### config.mk
export PLATFORM = sky130hd
export DESIGN_NAME = motor_cmd_shaper
export DESIGN_NICKNAME = d
export VERILOG_FILES = /design/src/rtl/motor_cmd_shaper.sv
export SDC_FILE = /design/constraint.sdc
export NUM_CORES = 1
export LEC_CHECK = 0
export CELL_PAD_IN_SITES_DETAIL_PLACEMENT = 1
export CELL_PAD_IN_SITES_GLOBAL_PLACEMENT = 2
export CORE_UTILIZATION = 36
export CTS_CLUSTER_SIZE = 40
export DETAILED_ROUTE_END_ITERATION = 10
export PLACE_DENSITY_LB_ADDON = 0.1
export SLEW_MARGIN = 20
export SYNTH_ARGS = -nofsm -noshare
export SYNTH_HDL_FRONTEND = slang
export SYNTH_SLANG_ARGS = --single-unit
### constraint.sdc
create_clock -name clk -period 3.78 [get_ports clk]
set_clock_uncertainty 0.15 [all_clocks]
set_input_delay 0.756 -clock clk [delete_from_list [all_inputs] [get_ports clk]]
set_output_delay 0.756 -clock clk [all_outputs]
set_load 0.05 [all_outputs]
### src/rtl/motor_cmd_shaper.sv
// Per-channel slew limiter for sign-magnitude motor commands, with brake-to-zero
// and a dead-time hold before any direction reversal.
module motor_cmd_shaper #(
   parameter int unsigned CH   = 4,
   parameter int unsigned W    = 8,
   parameter int unsigned STEP = 4,
   parameter int unsigned DEAD = 16
) (
   input  logic                clk,
   input  logic                rst_n,
   input  logic                tick,
   input  logic                cmd_load,
   input  logic [CH*W-1:0]     cmd,
   output logic [CH*(W-1)-1:0] mag_out,
   output logic [CH-1:0]       dir_out,
   output logic [CH-1:0]       busy
);

   localparam int unsigned M  = W - 1;
   localparam int unsigned CW = (DEAD > 1) ? $clog2(DEAD) : 1;
   localparam logic [W-1:0]  StepW    = W'(STEP);
   localparam logic [CW-1:0] DeadLoad = CW'(DEAD - 1);

   typedef enum logic [1:0] {StTrack, StBrake, StDead} state_e;

   for (genvar i = 0; i < CH; i++) begin : g_ch
      state_e        st_q, st_d;
      logic [M-1:0]  mag_q, mag_d, tgt_mag_q, tgt_mag_d;
      logic          dir_q, dir_d, tgt_dir_q, tgt_dir_d;
      logic [CW-1:0] cnt_q, cnt_d;
      logic [W-1:0]  cmd_ch, mag_w, tgt_w, up_sum, dn_dif;
      logic [M-1:0]  up_mag, dn_mag, brk_mag, brk_next;

      assign cmd_ch = cmd[i*W +: W];
      assign mag_w  = {1'b0, mag_q};
      assign tgt_w  = {1'b0, tgt_mag_q};
      // One extra bit of headroom so neither sum can wrap before clamping.
      assign up_sum   = mag_w + StepW;
      assign dn_dif   = mag_w - StepW;
      assign up_mag   = (up_sum >= tgt_w) ? tgt_mag_q : up_sum[M-1:0];
      assign dn_mag   = ((mag_w < StepW) || (dn_dif <= tgt_w)) ? tgt_mag_q : dn_dif[M-1:0];
      assign brk_mag  = (mag_w < StepW) ? '0 : dn_dif[M-1:0];
      assign brk_next = tick ? brk_mag : mag_q;

      always_comb begin
         tgt_mag_d = tgt_mag_q;
         tgt_dir_d = tgt_dir_q;
         if (cmd_load) begin
            tgt_mag_d = cmd_ch[M-1:0];
            // A zero-magnitude command (including "-0") never requests a reversal.
            tgt_dir_d = (cmd_ch[M-1:0] == '0) ? dir_q : cmd_ch[W-1];
         end
      end

      always_comb begin
         st_d  = st_q;
         mag_d = mag_q;
         dir_d = dir_q;
         cnt_d = cnt_q;
         case (st_q)
            StTrack: begin
               if (tgt_dir_q != dir_q) begin
                  if (mag_q != '0) begin
                     st_d = StBrake;
                  end else begin
                     st_d  = StDead;
                     cnt_d = DeadLoad;
                  end
               end else if (tick) begin
                  if (mag_q < tgt_mag_q)      mag_d = up_mag;
                  else if (mag_q > tgt_mag_q) mag_d = dn_mag;
               end
            end
            StBrake: begin
               if (tgt_dir_q == dir_q) begin
                  st_d = StTrack;
               end else begin
                  mag_d = brk_next;
                  if (brk_next == '0) begin
                     st_d  = StDead;
                     cnt_d = DeadLoad;
                  end
               end
            end
            StDead: begin
               mag_d = '0;
               if (tgt_dir_q == dir_q) begin
                  st_d = StTrack;
               end else if (cnt_q == '0) begin
                  dir_d = tgt_dir_q;
                  st_d  = StTrack;
               end else begin
                  cnt_d = cnt_q - 1'b1;
               end
            end
            default: st_d = StTrack;
         endcase
      end

      always_ff @(posedge clk or negedge rst_n) begin
         if (!rst_n) begin
            st_q      <= StTrack;
            mag_q     <= '0;
            dir_q     <= 1'b0;
            tgt_mag_q <= '0;
            tgt_dir_q <= 1'b0;
            cnt_q     <= '0;
         end else begin
            st_q      <= st_d;
            mag_q     <= mag_d;
            dir_q     <= dir_d;
            tgt_mag_q <= tgt_mag_d;
            tgt_dir_q <= tgt_dir_d;
            cnt_q     <= cnt_d;
         end
      end

      assign mag_out[i*M +: M] = mag_q;
      assign dir_out[i]        = dir_q;
      assign busy[i]           = (st_q != StTrack) | (mag_q != tgt_mag_q) | (dir_q != tgt_dir_q);
   end

endmodule

### After elaboration in Yosys (flattened, before gate mapping)

Cells that the tools add are included.

* reduce and logical (&&, ||, !) cells: 48
* equal/unequal tests: 68
* muxes and demuxes: 100
* order comparisons: 20
* add/subtract/negate cells: 12
* bitwise logic cells: 12

Operators with widths (number)
* 7-bit two-way mux: 36
* 4-bit two-way mux: 24
* 7-bit one-hot mux with 3 select lines: 4
* 2-bit != test (second input constant): 32
* 7-bit logical NOT: 8
* 2-bit two-way mux: 24
* 4-bit one-hot mux with 3 select lines: 4
* 3-bit != test (second input constant): 12
* 7-bit by 3-bit adder with 8-bit output (second input constant): 4
* 8-bit by 7-bit greater-or-equal comparator with 1-bit output: 4
* 8-bit by 7-bit <= comparator with 1-bit output: 4
* 7-bit by 3-bit subtractor with 8-bit output (second input constant): 4
* 7-bit > comparator: 4
* 7-bit by 3-bit less-than comparator with 1-bit output (second input constant): 4
* 7-bit less-than comparator: 4
* 7-bit != test: 4
* 7-bit AND reduction: 4
* 7-bit nonzero test: 4
* 2-bit one-hot mux with 3 select lines: 4
* 3-bit AND reduction: 8
* 5-bit AND reduction: 4
* 4-bit logical NOT: 4
* 4-bit by 1-bit subtractor with 4-bit output (second input constant): 4
* 3-bit nonzero test: 4
* 10 further kinds: 48

* word-level logic and storage cells: 284
* register bits after elaboration: 88
* output and inout bits: 36

### Longest topological paths before layout

* depth in word-level cells: 9
* gate-level depth with buffers: 14
* depth with buffers taken out: 14

### Least setup slack after synthesis

No wires, ideal clock.

* kind: flip-flop to flip-flop
* start: register g_ch[1].mag_q[2]
* end: register g_ch[1].mag_q[1]
* arrival: 3.255 ns
* path slack: 0.254 ns
* path buffers: 0
* clock period less this slack: 3.526 ns
* cell stages (with the launch flop): 14
* cell sequence: dfrtp_1 -> inv_1 -> ha_1 -> nand2b_1 -> nor3_1 -> or2_2 -> ha_1 -> nand3_1 -> nor3_1 -> a21oi_1 -> o21ai_1 -> nor3_1 -> or4_1 -> a22o_1

* longest elaborated chain between the ends: 9

RTL lines
* start: declaration: RTL line 28 `logic [M-1:0] mag_q, mag_d, tgt_mag_q, tgt_mag_d;`
* start signal: assignment: RTL line 110 `mag_q <= mag_d;`
* 7-bit by 3-bit subtractor with 8-bit output: RTL line 39 `assign dn_dif = mag_w - StepW;`
* 8-bit by 7-bit <= comparator with 1-bit output: RTL line 41 `assign dn_mag = ((mag_w < StepW) || (dn_dif <= tgt_w)) ? tgt_mag_q : dn_dif[M-1:0];`
* 1-bit logical OR: RTL line 41
* 7-bit two-way mux: RTL line 41
* 7-bit two-way mux: RTL line 71 `else if (mag_q > tgt_mag_q) mag_d = dn_mag;`
* 7-bit two-way mux: RTL line 70 `if (mag_q < tgt_mag_q) mag_d = up_mag;`
* 7-bit two-way mux: RTL line 69 `end else if (tick) begin`
* 7-bit two-way mux: RTL line 62 `if (tgt_dir_q != dir_q) begin`
* 7-bit one-hot mux with 3 select lines: RTL line 60 `case (st_q)`

Parallel ways exist; a longest one is shown, timed or not. The select of a mux whose other input is x is not followed.
A chain may end at the register's enable or synchronous reset.

### Worst setup path after layout

* start: register g_ch[1].tgt_mag_q[6]
* end: output busy[1]

* longest elaborated chain between the ends: 3

RTL lines
* start: declaration: RTL line 28
* start signal: assignment: RTL line 112 `tgt_mag_q <= tgt_mag_d;`
* 7-bit != test: RTL line 120 `assign busy[i] = (st_q != StTrack) | (mag_q != tgt_mag_q) | (dir_q != tgt_dir_q);`
* 1-bit OR (2 in series): RTL line 120
* end: declaration: RTL line 16 `output logic [CH-1:0] busy`

No other way between the ends.

==> flow_summary.json <==
{
  "rsz0062_at_grt": "false",
  "clock_latency_ps": 360,
  "viasPerCell": 5.58,
  "coreArea_mm2": 0.0213,
  "crit_arrival_ps": 2640,
  "synth_area_mm2": 0.00790,
  "max_freq_mhz": 282,
  "finalWeightedCongestion": 0.861,
  "cts_root_buffer": "clkbuf_16",
  "grt_pass1_vias": 7346,
  "drt_iter0_markers": 220,
  "outcome": "complete, no violations",
  "layout.nets": 1165,
  "detail-route-antenna-nets": 0,
  "min_period_ps": 3550,
  "relSlewSlack_pct": 43.3,
  "hold-worst-slack_ps": 291,
  "ys_top_cells_by_area": "dfrtp_1 28%, ha_1 15%, nand2_1 5.0%",
  "antenna_found_initial": 0,
  "totalWireLength_um": 24300,
  "htree_levels": 3,
  "powerDensity_mw_per_mm2": 902,
  "routedWlPerCell_um": 18.5,
  "worstMarginPinSlew_ps": 845,
  "area_growth_pct": 18.5,
  "maxCapViolCount": 0,
  "rows": 53,
  "portBuffers": 71,
  "synth_cell_types": 72,
  "finalCritPeriodShare_pct": 93.9,
  "placed_cell_area_mm2": 0.00903,
  "start_util_pct": 37.1,
  "p_leak_nw": 4.22,
  "start_kind": "register",
  "grt_first_pass_wirelength_um": 39500,
  "track_usage_pct": 22.5,
  "criticalPathCategory": "reg -> out",
  "overflow": 0,
  "synth.most_common_cell": "nand2_1",
  "crit_fanout": 4,
  "yosysSeqAreaShare_pct": 27.9,
  "drcViolationCount": 0,
  "synth_ff_type": "dfrtp_1",
  "worstReg2RegStart": "g_ch[1].mag_q[2]",
  "hold_viol": 0,
  "startpoint": "g_ch[1].tgt_mag_q[6]",
  "hp-class": "in -> async",
  "synth.largest_area_cell": "dfrtp_1",
  "peakVddDrop_uv": 377,
  "slew_violations": 0,
  "synthArstFlopShare_pct": 100,
  "final_area_mm2": 0.00935,
  "cts.sinks": 88,
  "cts_buffers": 9,
  "netlist_top_cells_count": "106 x nand2_1, 96 x ha_1, 88 x dfrtp_1",
  "setup_tns_ps": 0,
  "die_area_mm2": 0.0225,
  "synth_edf_count": 0,
  "clkSlewWorstSetupHoldPaths_ps": 70,
  "synthCells": 954,
  "total_power_mw": 8.44,
  "drive_gt1_share_pct": 8.48,
  "ys_ff_latch": 88,
  "required_ps": 2870,
  "dieHeight_um": 150,
  "die_w_um": 150,
  "cts_tree": "yes",
  "ioPinCount": 72,
  "grt_max_degree": 48,
  "end_kind": "output port",
  "synth.top_cell.area_share_pct": 27.9,
  "firstDrtPassIters": 4,
  "diodes": 0,
  "setup_viol": 0,
  "clk_path_buf_depth": 2,
  "dp_hpwl_um": 18900,
  "yosys_warnings": 0,
  "vias": 7322,
  "syn_nets": 1086,
  "synth.avg_cell_area_um2": 8.28
}
==> placed cells by master, fill, tap and decap left out, types with 28 or more instances in the layout <==
cell type / Yosys / final
a21oi_1: 62 / 62
buf_4: 4 / 30
clkdlybuf4s50_1: 0 / 69
dfrtp_1: 88 / 88
ha_1: 96 / 96
inv_1: 81 / 81
mux2i_1: 28 / 28
nand2_1: 106 / 106
nand3_1: 32 / 32
nor2_1: 58 / 58
o21ai_0: 78 / 78
==> final timing paths <==
check                                   end  slack (ps)  cells after the start
max                                 busy[1]         230                      6
min                        g_ch[0].mag_q[5]         290                      1
max reg2reg                g_ch[1].mag_q[0]         370                     14
min reg2reg                g_ch[1].mag_q[4]         330                      1
max in group asynchronous  g_ch[3].cnt_q[3]        2480                      2
min in group clk           g_ch[1].mag_q[4]         330                      1
==> where the power goes <==
part | internal, mW | switching (mW)
Combinational | 2.32 | 3.54
Clock | 0.587 | 0.441
Sequential | 1.20 | 0.338
Total | 4.11 | 4.32
==> layer usage <==
metal,vias to the layer above,global-route usage (%),part of all wire (%)
met5,-,0,0
met4,0,5.30,1.0
met3,28,2.58,2.9
met2,129,35.8,45
met1,3539,32.3,51
li1,3626,-,-
==> area by class of cell <==
cell class                      count  area, um2
Inverter                           81        304
Multi-Input combinational cell    752       5240
Clock buffer                        9        225
Fill cell                        2567      11900
Timing Repair Buffer              101        941
Clock inverter                      7       98.8
Sequential cell                    88       2200
Tap cell                          275        344
==> repair_timing <==
| item | 4_1_cts | 5_1_grt |
|---|---|---|
| hold endpoints to repair | 0 | 0 |
| hold buffers | 0 | 0 |
| resized for setup | 0 | 1 |
| setup endpoints to repair | 0 | 3 |
| buffers inserted | 0 | 0 |
==> per-stage QoR <==
step           utilization, %  instances  worst slack [ps]
2_1_floorplan               -        954               254
3_3_place_gp             42.4       1297               407
3_5_place_dp             42.4       1297               318
4_1_cts                  43.9       1313               165
5_1_grt                  43.9       1313              46.4
6_report                 43.9       1313               231
==> sequential cells by signal, summed over array words and instances, names as in the netlist <==
register / cells
g_ch.cnt_q: 16
g_ch.dir_q: 4
g_ch.mag_q: 28
g_ch.st_q: 8
g_ch.tgt_dir_q: 4
g_ch.tgt_mag_q: 28
==> critical path, cell delays in order, from the launching register on <==
cell and delay (ps):
dfrtp_1 420, inv_1 160, ha_1 350, nand4_1 150, nor4_1 370, nand2_1 100, clkdlybuf4s50_1 730
==> logic make-up after synthesis <==
group	share of synthesized area, %
xor gates and xnor gates	2.77
AOI/OAI and AO/OA	22.1
buffers and inverters	5.82
adders and majority gates	15.3
and+or+nand+nor	19.8
DFF	27.9
muxes	6.26
Note: power is estimated with default switching activity, not from simulation.
